<file path="config.mk">
export PLATFORM = sky130hd
export DESIGN_NAME = vram_wr_arb_flat
export DESIGN_NICKNAME = d
export VERILOG_FILES = /design/src/rtl/vram_pkg.sv /design/src/rtl/vram_wr_arb_if.sv /design/src/rtl/vram_wr_fifo.sv /design/src/rtl/vram_wr_arb.sv /design/src/flat_wrapper.sv
export SDC_FILE = /design/constraint.sdc
export NUM_CORES = 1
export LEC_CHECK = 0
export ABC_AREA = 1
export CORE_UTILIZATION = 56
export CTS_CLUSTER_DIAMETER = 40
export DETAILED_ROUTE_END_ITERATION = 10
export PLACE_DENSITY = 0.78
export SLEW_MARGIN = 25
export SYNTH_ARGS = -nofsm -noshare
export SYNTH_HDL_FRONTEND = slang
export SYNTH_HIERARCHICAL = 1
export SYNTH_SLANG_ARGS = --single-unit
</file>
<file path="constraint.sdc">
create_clock -name CLK -period 4.95 [get_ports CLK]
set_clock_uncertainty 0.2 [all_clocks]
set_input_delay 1.2375 -clock CLK [delete_from_list [all_inputs] [get_ports CLK]]
set_output_delay 1.2375 -clock CLK [all_outputs]
set_load 0.05 [all_outputs]
</file>
<file path="src/rtl/vram_pkg.sv">
// vram_pkg: shared constants and arbiter state type for the video-memory write path
package vram_pkg;
  localparam int AW_DEF = 17;
  localparam int DW_DEF = 16;
  localparam int FONT_BIT = 16;
  localparam logic [7:0] COLOR_PAGE = 8'hFF;
  typedef enum logic [1:0] {ARB_IDLE, ARB_CPU, ARB_LDR} arb_state_t;
endpackage

</file>
<file path="src/rtl/vram_wr_arb_if.sv">
// vram_wr_arb_if: CPU strobe, loader handshake and registered RAM write port bundle
interface vram_wr_arb_if #(
  parameter int AW = vram_pkg::AW_DEF,
  parameter int DW = vram_pkg::DW_DEF
);
  logic hold;
  logic cpu_we;
  logic [AW-1:0] cpu_addr;
  logic cpu_hi;
  logic [7:0] cpu_data;
  logic cpu_ovf;
  logic ld_valid;
  logic ld_ready;
  logic [AW-1:0] ld_addr;
  logic [DW-1:0] ld_data;
  logic [1:0] ld_be;
  logic [15:0] wr_addr;
  logic [DW-1:0] wr_data;
  logic [1:0] wr_be;
  logic scr_we;
  logic fnt_we;
  logic col_we;
  logic idle;
  modport slave (
    input hold, cpu_we, cpu_addr, cpu_hi, cpu_data, ld_valid, ld_addr, ld_data, ld_be,
    output cpu_ovf, ld_ready, wr_addr, wr_data, wr_be, scr_we, fnt_we, col_we, idle
  );
  modport master (
    output hold, cpu_we, cpu_addr, cpu_hi, cpu_data, ld_valid, ld_addr, ld_data, ld_be,
    input cpu_ovf, ld_ready, wr_addr, wr_data, wr_be, scr_we, fnt_we, col_we, idle
  );
endinterface

</file>
<file path="src/rtl/vram_wr_fifo.sv">
// vram_wr_fifo: loader request FIFO with wrap-around pointers carrying an extra lap bit
module vram_wr_fifo #(
  parameter int DEPTH = 4,
  parameter int W = 35
) (
  input  logic clk,
  input  logic rst,
  input  logic push,
  input  logic pop,
  input  logic [W-1:0] din,
  output logic [W-1:0] dout,
  output logic full,
  output logic empty
);
  localparam int PW = $clog2(DEPTH);
  logic [W-1:0] mem [DEPTH];
  logic [PW:0] wptr, rptr;
  assign empty = wptr == rptr;
  assign full = (wptr[PW] != rptr[PW]) && (wptr[PW-1:0] == rptr[PW-1:0]);
  assign dout = mem[rptr[PW-1:0]];
  // pointer advance; a pop on a full FIFO frees the slot only after this edge
  always_ff @(posedge clk) begin
    if (rst) begin
      wptr <= '0;
      rptr <= '0;
    end else begin
      if (push && !full) wptr <= wptr + 1'b1;
      if (pop && !empty) rptr <= rptr + 1'b1;
    end
  end
  // storage needs no reset; empty pointers hide stale contents
  always_ff @(posedge clk)
    if (push && !full) mem[wptr[PW-1:0]] <= din;
endmodule

</file>
<file path="src/rtl/vram_wr_arb.sv">
// vram_wr_arb: CPU-first write arbiter with starvation guard and region decode for video RAMs
module vram_wr_arb
  import vram_pkg::*;
#(
  parameter int AW = AW_DEF,
  parameter int DW = DW_DEF,
  parameter int FIFO_DEPTH = 4,
  parameter int MAX_CPU_RUN = 8
) (
  input logic CLK,
  input logic RESET,
  vram_wr_arb_if.slave bus
);
  localparam int FW = AW + DW + 2;
  localparam int RW = $clog2(MAX_CPU_RUN + 1);
  localparam logic [RW-1:0] RUN_MAX = RW'(MAX_CPU_RUN);
  arb_state_t state, state_n;
  logic cpu_pend;
  logic [AW-1:0] cpu_addr_r;
  logic [7:0] cpu_data_r;
  logic [1:0] cpu_be_r;
  logic [RW-1:0] run_cnt;
  logic full, empty, grant_cpu, grant_ld, gnt;
  logic [FW-1:0] fifo_dout;
  logic [AW-1:0] g_addr;
  logic [DW-1:0] g_data;
  logic [1:0] g_be;
  assign bus.ld_ready = !full;
  vram_wr_fifo #(.DEPTH(FIFO_DEPTH), .W(FW)) u_fifo (
    .clk(CLK),
    .rst(RESET),
    .push(bus.ld_valid && !full),
    .pop(grant_ld),
    .din({bus.ld_addr, bus.ld_data, bus.ld_be}),
    .dout(fifo_dout),
    .full(full),
    .empty(empty)
  );
  // grant selection: CPU first unless it has run MAX_CPU_RUN times past a waiting loader
  always_comb begin
    grant_cpu = !bus.hold && cpu_pend && (empty || run_cnt != RUN_MAX);
    grant_ld = !bus.hold && !empty && !grant_cpu;
    gnt = grant_cpu || grant_ld;
    state_n = bus.hold ? state : grant_cpu ? ARB_CPU : grant_ld ? ARB_LDR : ARB_IDLE;
    g_addr = grant_cpu ? cpu_addr_r : fifo_dout[FW-1 -: AW];
    g_data = grant_cpu ? {cpu_data_r, cpu_data_r} : fifo_dout[DW+1:2];
    g_be = grant_cpu ? cpu_be_r : fifo_dout[1:0];
  end
  // arbiter state register
  always_ff @(posedge CLK)
    state <= RESET ? ARB_IDLE : state_n;
  // one-entry CPU buffer; a strobe is only lost when the entry is occupied and not leaving
  always_ff @(posedge CLK) begin
    if (RESET) begin
      cpu_pend <= 1'b0;
      bus.cpu_ovf <= 1'b0;
    end else begin
      if (bus.cpu_we && (!cpu_pend || grant_cpu)) begin
        cpu_addr_r <= bus.cpu_addr;
        cpu_data_r <= bus.cpu_data;
        cpu_be_r <= bus.cpu_hi ? 2'b10 : 2'b01;
      end
      cpu_pend <= bus.cpu_we || (cpu_pend && !grant_cpu);
      if (bus.cpu_we && cpu_pend && !grant_cpu) bus.cpu_ovf <= 1'b1;
    end
  end
  // consecutive CPU grants while the loader waits; frozen during hold
  always_ff @(posedge CLK) begin
    if (RESET || (!bus.hold && (grant_ld || empty))) run_cnt <= '0;
    else if (grant_cpu && run_cnt != RUN_MAX) run_cnt <= run_cnt + 1'b1;
  end
  // registered write port with one-hot region enable qualified by byte enables
  always_ff @(posedge CLK) begin
    if (RESET) begin
      bus.wr_addr <= '0;
      bus.wr_data <= '0;
      bus.wr_be <= '0;
      bus.scr_we <= 1'b0;
      bus.fnt_we <= 1'b0;
      bus.col_we <= 1'b0;
      bus.idle <= 1'b1;
    end else begin
      if (gnt) begin
        bus.wr_addr <= g_addr[15:0];
        bus.wr_data <= g_data;
        bus.wr_be <= g_be;
      end
      bus.fnt_we <= gnt && g_be != 2'b00 && g_addr[FONT_BIT];
      bus.col_we <= gnt && g_be != 2'b00 && !g_addr[FONT_BIT] && g_addr[15:8] == COLOR_PAGE;
      bus.scr_we <= gnt && g_be != 2'b00 && !g_addr[FONT_BIT] && g_addr[15:8] != COLOR_PAGE;
      bus.idle <= !cpu_pend && empty && !(bus.scr_we || bus.fnt_we || bus.col_we);
    end
  end
endmodule

</file>
<file path="src/flat_wrapper.sv">
// flat-port wrapper written by rule: the top's interface ports become plain ports
module vram_wr_arb_flat import vram_pkg::*;
#(
  parameter int AW = AW_DEF,
  parameter int DW = DW_DEF,
  parameter int FIFO_DEPTH = 4,
  parameter int MAX_CPU_RUN = 8
)
  (CLK, RESET, bus_hold, bus_cpu_we, bus_cpu_addr, bus_cpu_hi, bus_cpu_data, bus_ld_valid, bus_ld_addr, bus_ld_data, bus_ld_be, bus_cpu_ovf, bus_ld_ready, bus_wr_addr, bus_wr_data, bus_wr_be, bus_scr_we, bus_fnt_we, bus_col_we, bus_idle);
  vram_wr_arb_if #(.AW(AW), .DW(DW)) bus_i ();
  input logic CLK;
  input logic RESET;
  input wire logic [$bits(bus_i.hold)-1:0] bus_hold;
  input wire logic [$bits(bus_i.cpu_we)-1:0] bus_cpu_we;
  input wire logic [$bits(bus_i.cpu_addr)-1:0] bus_cpu_addr;
  input wire logic [$bits(bus_i.cpu_hi)-1:0] bus_cpu_hi;
  input wire logic [$bits(bus_i.cpu_data)-1:0] bus_cpu_data;
  input wire logic [$bits(bus_i.ld_valid)-1:0] bus_ld_valid;
  input wire logic [$bits(bus_i.ld_addr)-1:0] bus_ld_addr;
  input wire logic [$bits(bus_i.ld_data)-1:0] bus_ld_data;
  input wire logic [$bits(bus_i.ld_be)-1:0] bus_ld_be;
  output wire logic [$bits(bus_i.cpu_ovf)-1:0] bus_cpu_ovf;
  output wire logic [$bits(bus_i.ld_ready)-1:0] bus_ld_ready;
  output wire logic [$bits(bus_i.wr_addr)-1:0] bus_wr_addr;
  output wire logic [$bits(bus_i.wr_data)-1:0] bus_wr_data;
  output wire logic [$bits(bus_i.wr_be)-1:0] bus_wr_be;
  output wire logic [$bits(bus_i.scr_we)-1:0] bus_scr_we;
  output wire logic [$bits(bus_i.fnt_we)-1:0] bus_fnt_we;
  output wire logic [$bits(bus_i.col_we)-1:0] bus_col_we;
  output wire logic [$bits(bus_i.idle)-1:0] bus_idle;
  assign bus_i.hold = bus_hold;
  assign bus_i.cpu_we = bus_cpu_we;
  assign bus_i.cpu_addr = bus_cpu_addr;
  assign bus_i.cpu_hi = bus_cpu_hi;
  assign bus_i.cpu_data = bus_cpu_data;
  assign bus_i.ld_valid = bus_ld_valid;
  assign bus_i.ld_addr = bus_ld_addr;
  assign bus_i.ld_data = bus_ld_data;
  assign bus_i.ld_be = bus_ld_be;
  assign bus_cpu_ovf = bus_i.cpu_ovf;
  assign bus_ld_ready = bus_i.ld_ready;
  assign bus_wr_addr = bus_i.wr_addr;
  assign bus_wr_data = bus_i.wr_data;
  assign bus_wr_be = bus_i.wr_be;
  assign bus_scr_we = bus_i.scr_we;
  assign bus_fnt_we = bus_i.fnt_we;
  assign bus_col_we = bus_i.col_we;
  assign bus_idle = bus_i.idle;
  vram_wr_arb #(.AW(AW), .DW(DW), .FIFO_DEPTH(FIFO_DEPTH), .MAX_CPU_RUN(MAX_CPU_RUN)) u_core (.CLK(CLK), .RESET(RESET), .bus(bus_i));
endmodule
</file>
==> flow_summary.html <==
<table>
<tr><th>Metric</th><th>Value</th></tr>
<tr><th colspan="2">CTS</th></tr>
<tr><td>Maximum number of buffers from clock root to sink</td><td>3</td></tr>
<tr><td>Hold-fix buffers at CTS</td><td>0</td></tr>
<tr><td>Num CTS Buffers</td><td>27</td></tr>
<tr><td>Clk pin slew, worst setup/hold paths</td><td>0.06 ns</td></tr>
<tr><td>Max H-tree Level</td><td>1</td></tr>
<tr><td>Number of setup buffers added after CTS</td><td>0</td></tr>
<tr><td>Number of clock sinks</td><td>roughly 220</td></tr>
<tr><td>Clock latency at the later pin of the worst-skew pair</td><td>0.52 ns</td></tr>
<tr><td>CTS tree</td><td>yes</td></tr>
<tr><td>Root buffer selected by CTS</td><td>sky130_fd_sc_hd__clkbuf_16</td></tr>
<tr><td>Number of instances resized during post-cts repair</td><td>0</td></tr>
<tr><th colspan="2">Logic synthesis</th></tr>
<tr><td>Fraction of synthesized cell area taken by the top area cell type</td><td>0.579</td></tr>
<tr><td>Synthesized area divided by synthesized cell count</td><td>between 10 and 15 sq um</td></tr>
<tr><td>Net count of the mapped netlist</td><td>820</td></tr>
<tr><td>Count of unique library cells instantiated by Yosys</td><td>29</td></tr>
<tr><td>Number of storage elements in the synthesis netlist</td><td>~220</td></tr>
<tr><td>Cells after Synth</td><td>between 700 and 800</td></tr>
<tr><td>Portion of the post-synthesis area used by sequential elements</td><td>0.699</td></tr>
<tr><td>Mapped Area</td><td>0.00866 sq mm</td></tr>
<tr><td>Number of warning messages in the yosys log</td><td>6</td></tr>
<tr><td>Area contributors post-synth</td><td>sky130_fd_sc_hd__edfxtp_1 58%, sky130_fd_sc_hd__dfxtp_1 12%, sky130_fd_sc_hd__nor2_1 5.2%</td></tr>
<tr><td>Largest area contributor in the netlist</td><td>sky130_fd_sc_hd__edfxtp_1</td></tr>
<tr><th colspan="2">Global route</th></tr>
<tr><td>Global-route total usage across every layer</td><td>0.249</td></tr>
<tr><td>Vias in the first global route</td><td>~5900</td></tr>
<tr><td>Global routing usage on met2</td><td>0.400</td></tr>
<tr><td>Most Crowded Layer GR</td><td>met2</td></tr>
<tr><td>Largest net degree at the start of global routing</td><td>between 70 and 80</td></tr>
<tr><td>Overflow left after global routing</td><td>0</td></tr>
<tr><td>Wire length of the first global-routing pass</td><td>30700 um</td></tr>
<tr><td>Number of antenna violations at the first check in global routing</td><td>0</td></tr>
<tr><td>Met1 track demand over resource in global routing</td><td>0.342</td></tr>
<tr><td>M3 GR Usage</td><td>0.0447</td></tr>
<tr><th colspan="2">STA</th></tr>
<tr><td>Final period utilization</td><td>0.753</td></tr>
<tr><td>Count of endpoints failing hold in the final timing report</td><td>0</td></tr>
<tr><td>Highest clock frequency the design can meet</td><td>0.268 GHz</td></tr>
<tr><td>Final Slew Violations</td><td>0</td></tr>
<tr><td>Minimum clock period after layout</td><td>3.73 ns</td></tr>
<tr><td>Total of endpoints with negative setup slack in the final report</td><td>0</td></tr>
<tr><td>Worst hold slack after final layout</td><td>approximately 0.27 ns</td></tr>
<tr><td>Transition time at the pin with the least slew margin</td><td>0.732 ns</td></tr>
<tr><td>Max-slew headroom</td><td>0.512</td></tr>
<tr><td>Unrepaired setup endpoints after global routing</td><td>no</td></tr>
<tr><td>Final critical-path setup slack</td><td>1.22 ns</td></tr>
<tr><td>Final-layout setup total negative slack</td><td>0 ns</td></tr>
<tr><th colspan="2">Detailed routing</th></tr>
<tr><td>Drt wl/cell</td><td>between 15 and 20 um</td></tr>
<tr><td>Overall routed net length</td><td>19300 um</td></tr>
<tr><td>Number of DRC markers after the initial detailed-route iteration</td><td>704</td></tr>
<tr><td>Antenna viol nets, final</td><td>0</td></tr>
<tr><td>Number of optimization iterations in the first detailed-route pass</td><td>5</td></tr>
<tr><td>Post-route DRC</td><td>0</td></tr>
<tr><td>Vias post-DR</td><td>between 6000 and 7000</td></tr>
<tr><td>Average vias per placed instance</td><td>about 5.7</td></tr>
<tr><th colspan="2">Placement</th></tr>
<tr><td>DP Area</td><td>0.00977 sq mm</td></tr>
<tr><td>Port-buffer cells</td><td>105</td></tr>
<tr><td>Final weighted congestion of routability-driven global placement</td><td>0.858</td></tr>
<tr><td>Placement Setup Slack</td><td>0.700 ns</td></tr>
<tr><td>Placed wire-length estimate</td><td>11800 um</td></tr>
<tr><th colspan="2">Worst setup path</th></tr>
<tr><td>Startpoint class of the critical path</td><td>input pin</td></tr>
<tr><td>CP Capture Type</td><td>register</td></tr>
<tr><td>Cell chain of the critical path</td><td>clkdlybuf4s50_1 -&gt; nor2_8 -&gt; nand2_4 -&gt; inv_2 -&gt; nor2_1 -&gt; nor2_2 -&gt; buf_4</td></tr>
<tr><td>Worst path required time</td><td>a little under 5 ns</td></tr>
<tr><td>Crit path max-delay cell type</td><td>sky130_fd_sc_hd__clkdlybuf4s50_1</td></tr>
<tr><td>Slowest cell delay on critical path</td><td>0.57 ns</td></tr>
<tr><td>Critical path start-end classification</td><td>in -&gt; reg</td></tr>
<tr><td>Critical path peak fanout</td><td>39</td></tr>
<tr><td>Endpoint arrival time on the critical path</td><td>3.74 ns</td></tr>
<tr><th colspan="2">Outcome</th></tr>
<tr><td>Outcome</td><td>complete, no violations</td></tr>
<tr><th colspan="2">Floorplan</th></tr>
<tr><td>Die X</td><td>126 um</td></tr>
<tr><td>Die footprint</td><td>0.0160 sq mm</td></tr>
<tr><td>Rows</td><td>between 40 and 50</td></tr>
<tr><td>Area of the core</td><td>0.0151 sq mm</td></tr>
<tr><td>Number of top-level pins</td><td>106</td></tr>
<tr><td>Height of the die</td><td>126 um</td></tr>
<tr><td>Initial cell density of the core</td><td>0.572</td></tr>
<tr><th colspan="2">Layout</th></tr>
<tr><td>Nets</td><td>926</td></tr>
<tr><td>Layout cells sized above 1</td><td>0.108</td></tr>
<tr><td>Cell area after layout</td><td>0.0107 sq mm</td></tr>
<tr><td>Layout Utilization</td><td>0.704</td></tr>
<tr><td>Antenna cell count</td><td>0</td></tr>
<tr><td>Synthesis-to-layout area growth</td><td>23.1%</td></tr>
<tr><th colspan="2">Power</th></tr>
<tr><td>Power dissipated by switching net loads</td><td>0.00138 W</td></tr>
<tr><td>Combinational share of power</td><td>0.164</td></tr>
<tr><td>Leakage dissipation</td><td>around 4.0 nW</td></tr>
<tr><td>Power density over cell area</td><td>456 mW/mm^2</td></tr>
<tr><td>Internal power contribution</td><td>~0.0035 W</td></tr>
<tr><td>Part of the total power dissipated in sequential elements</td><td>0.445</td></tr>
<tr><td>Highest ir drop seen on vdd</td><td>0.000420 V</td></tr>
<tr><td>Portion of total power attributed to the clock network</td><td>0.391</td></tr>
<tr><td>Switching power as a share of total power</td><td>0.285</td></tr>
<tr><th colspan="2">Job</th></tr>
<tr><td>Number of maximum-capacitance violations</td><td>0</td></tr>
<tr><th colspan="2">Worst hold path</th></tr>
<tr><td>Min-delay worst type</td><td>reg -&gt; reg</td></tr>
</table>
==> cells in the final DEF (no fill, tap or decap), drive strengths merged <==
cell,count
a21oi,37
buf,8
bufinv,1
clkbuf,31
clkdlybuf4s50,105
clkinv,7
clkinvlp,6
dfxtp,52
edfxtp,167
ha,7
inv,55
nand2,109
nand3,16
nand4,1
nor2,128
nor3,1
o21ai,106
o22ai,35
or2,1
xor2,1
==> power by group through the flow <==
stage	Sequential (W)	Combinational, W	Clock, W
after CTS	0.00216	0.000792	0.00193
after global routing	0.00217	0.000865	0.00201
final	0.00216	0.000799	0.00190
after floorplan	0.00233	0.000382	0
after detailed placement	0.00220	0.000785	0
after global placement	0.00219	0.000764	0
==> cells by family (layout without fill, tap and decap cells) <==
| group | Yosys count | count (layout) | share of synthesized area |
|---|---|---|---|
| XOR/XNOR | 1 | 1 | 0.00101 |
| AO/OA/AOI/OAI | 178 | 178 | 0.108 |
| flip-flops | 219 | 219 | 0.699 |
| adder cells (fa/ha/maj) | 7 | 7 | 0.0101 |
| AND/OR/NAND/NOR | 256 | 256 | 0.131 |
| buffers and inverters | 86 | 213 | 0.0503 |
==> per-layer routing <==
| metal | share of wire | routed length [um] | vias to the layer above |
|---|---|---|---|
| li1 | - | - | 2816 |
| met1 | 0.41 | 7980 | 2874 |
| met2 | 0.47 | 9030 | 302 |
| met3 | 0.094 | 1810 | 49 |
| met4 | 0.026 | 508 | 0 |
| met5 | 0 | 0 | - |
==> synth_stat cells, drive strengths merged <==
library cell  instances
edfxtp              167
nor2                128
nand2               109
o21ai               106
dfxtp                52
inv                  50
a21oi                37
o22ai                35
buf                  31
nand3                16
ha                    7
clkbuf                5
nand4                 1
nor3                  1
or2                   1
xor2                  1
==> through the flow <==
step	cells	power, W
6_report	1062	0.00486
5_1_grt	1062	0.00504
4_1_cts	1062	0.00488
3_5_place_dp	1012	0.00298
3_3_place_gp	1012	0.00295
2_1_floorplan	747	0.00271
==> critical path, delay by kind of cell <==
| family | cells | cell delay, ns |
|---|---|---|
| AND/OR/NAND/NOR | 4 | 1.17 |
| buffers and inverters | 3 | 1.31 |
==> path summary, 6_finish.rpt <==
kind / cells after the start / slack [ns] / startpoint / endpoint
worst min register to register: 2 / 0.27 / u_core/bus.wr_addr[3]$_SDFFE_PP0P_ / u_core/bus.wr_addr[3]$_SDFFE_PP0P_
worst max register to register: 11 / 1.66 / u_core/u_fifo/wptr[0]$_SDFFE_PP0P_ / u_core/cpu_addr_r[1]$_DFFE_PP_
worst max-delay path: 7 / 1.22 / bus_hold / u_core/cpu_addr_r[1]$_DFFE_PP_
worst min-delay path: 2 / 0.27 / u_core/bus.wr_addr[3]$_SDFFE_PP0P_ / u_core/bus.wr_addr[3]$_SDFFE_PP0P_
==> cell type report <==
| class | instances | area, sq um |
|---|---|---|
| Sequential cell | 219 | 6060 |
| Fill cell | 1024 | 4480 |
| Multi-Input combinational cell | 442 | 2180 |
| Timing Repair Buffer | 113 | 1110 |
| Clock buffer | 31 | 722 |
| Tap cell | 188 | 235 |
| Inverter | 50 | 190 |
| Clock inverter | 19 | 169 |
==> state kept, by name (all words and copies together), names as in the netlist, 2 cells and up, named ones only <==
register / count
u_core/bus.wr_data: 16
u_core/bus.wr_addr: 16
u_core/u_fifo/rptr: 3
u_core/u_fifo/mem: 140
u_core/bus.wr_be: 2
u_core/u_fifo/wptr: 3
u_core/cpu_be_r: 2
u_core/cpu_data_r: 8
u_core/cpu_addr_r: 17
u_core/run_cnt: 4
Note: power is estimated with default switching activity, not from simulation.
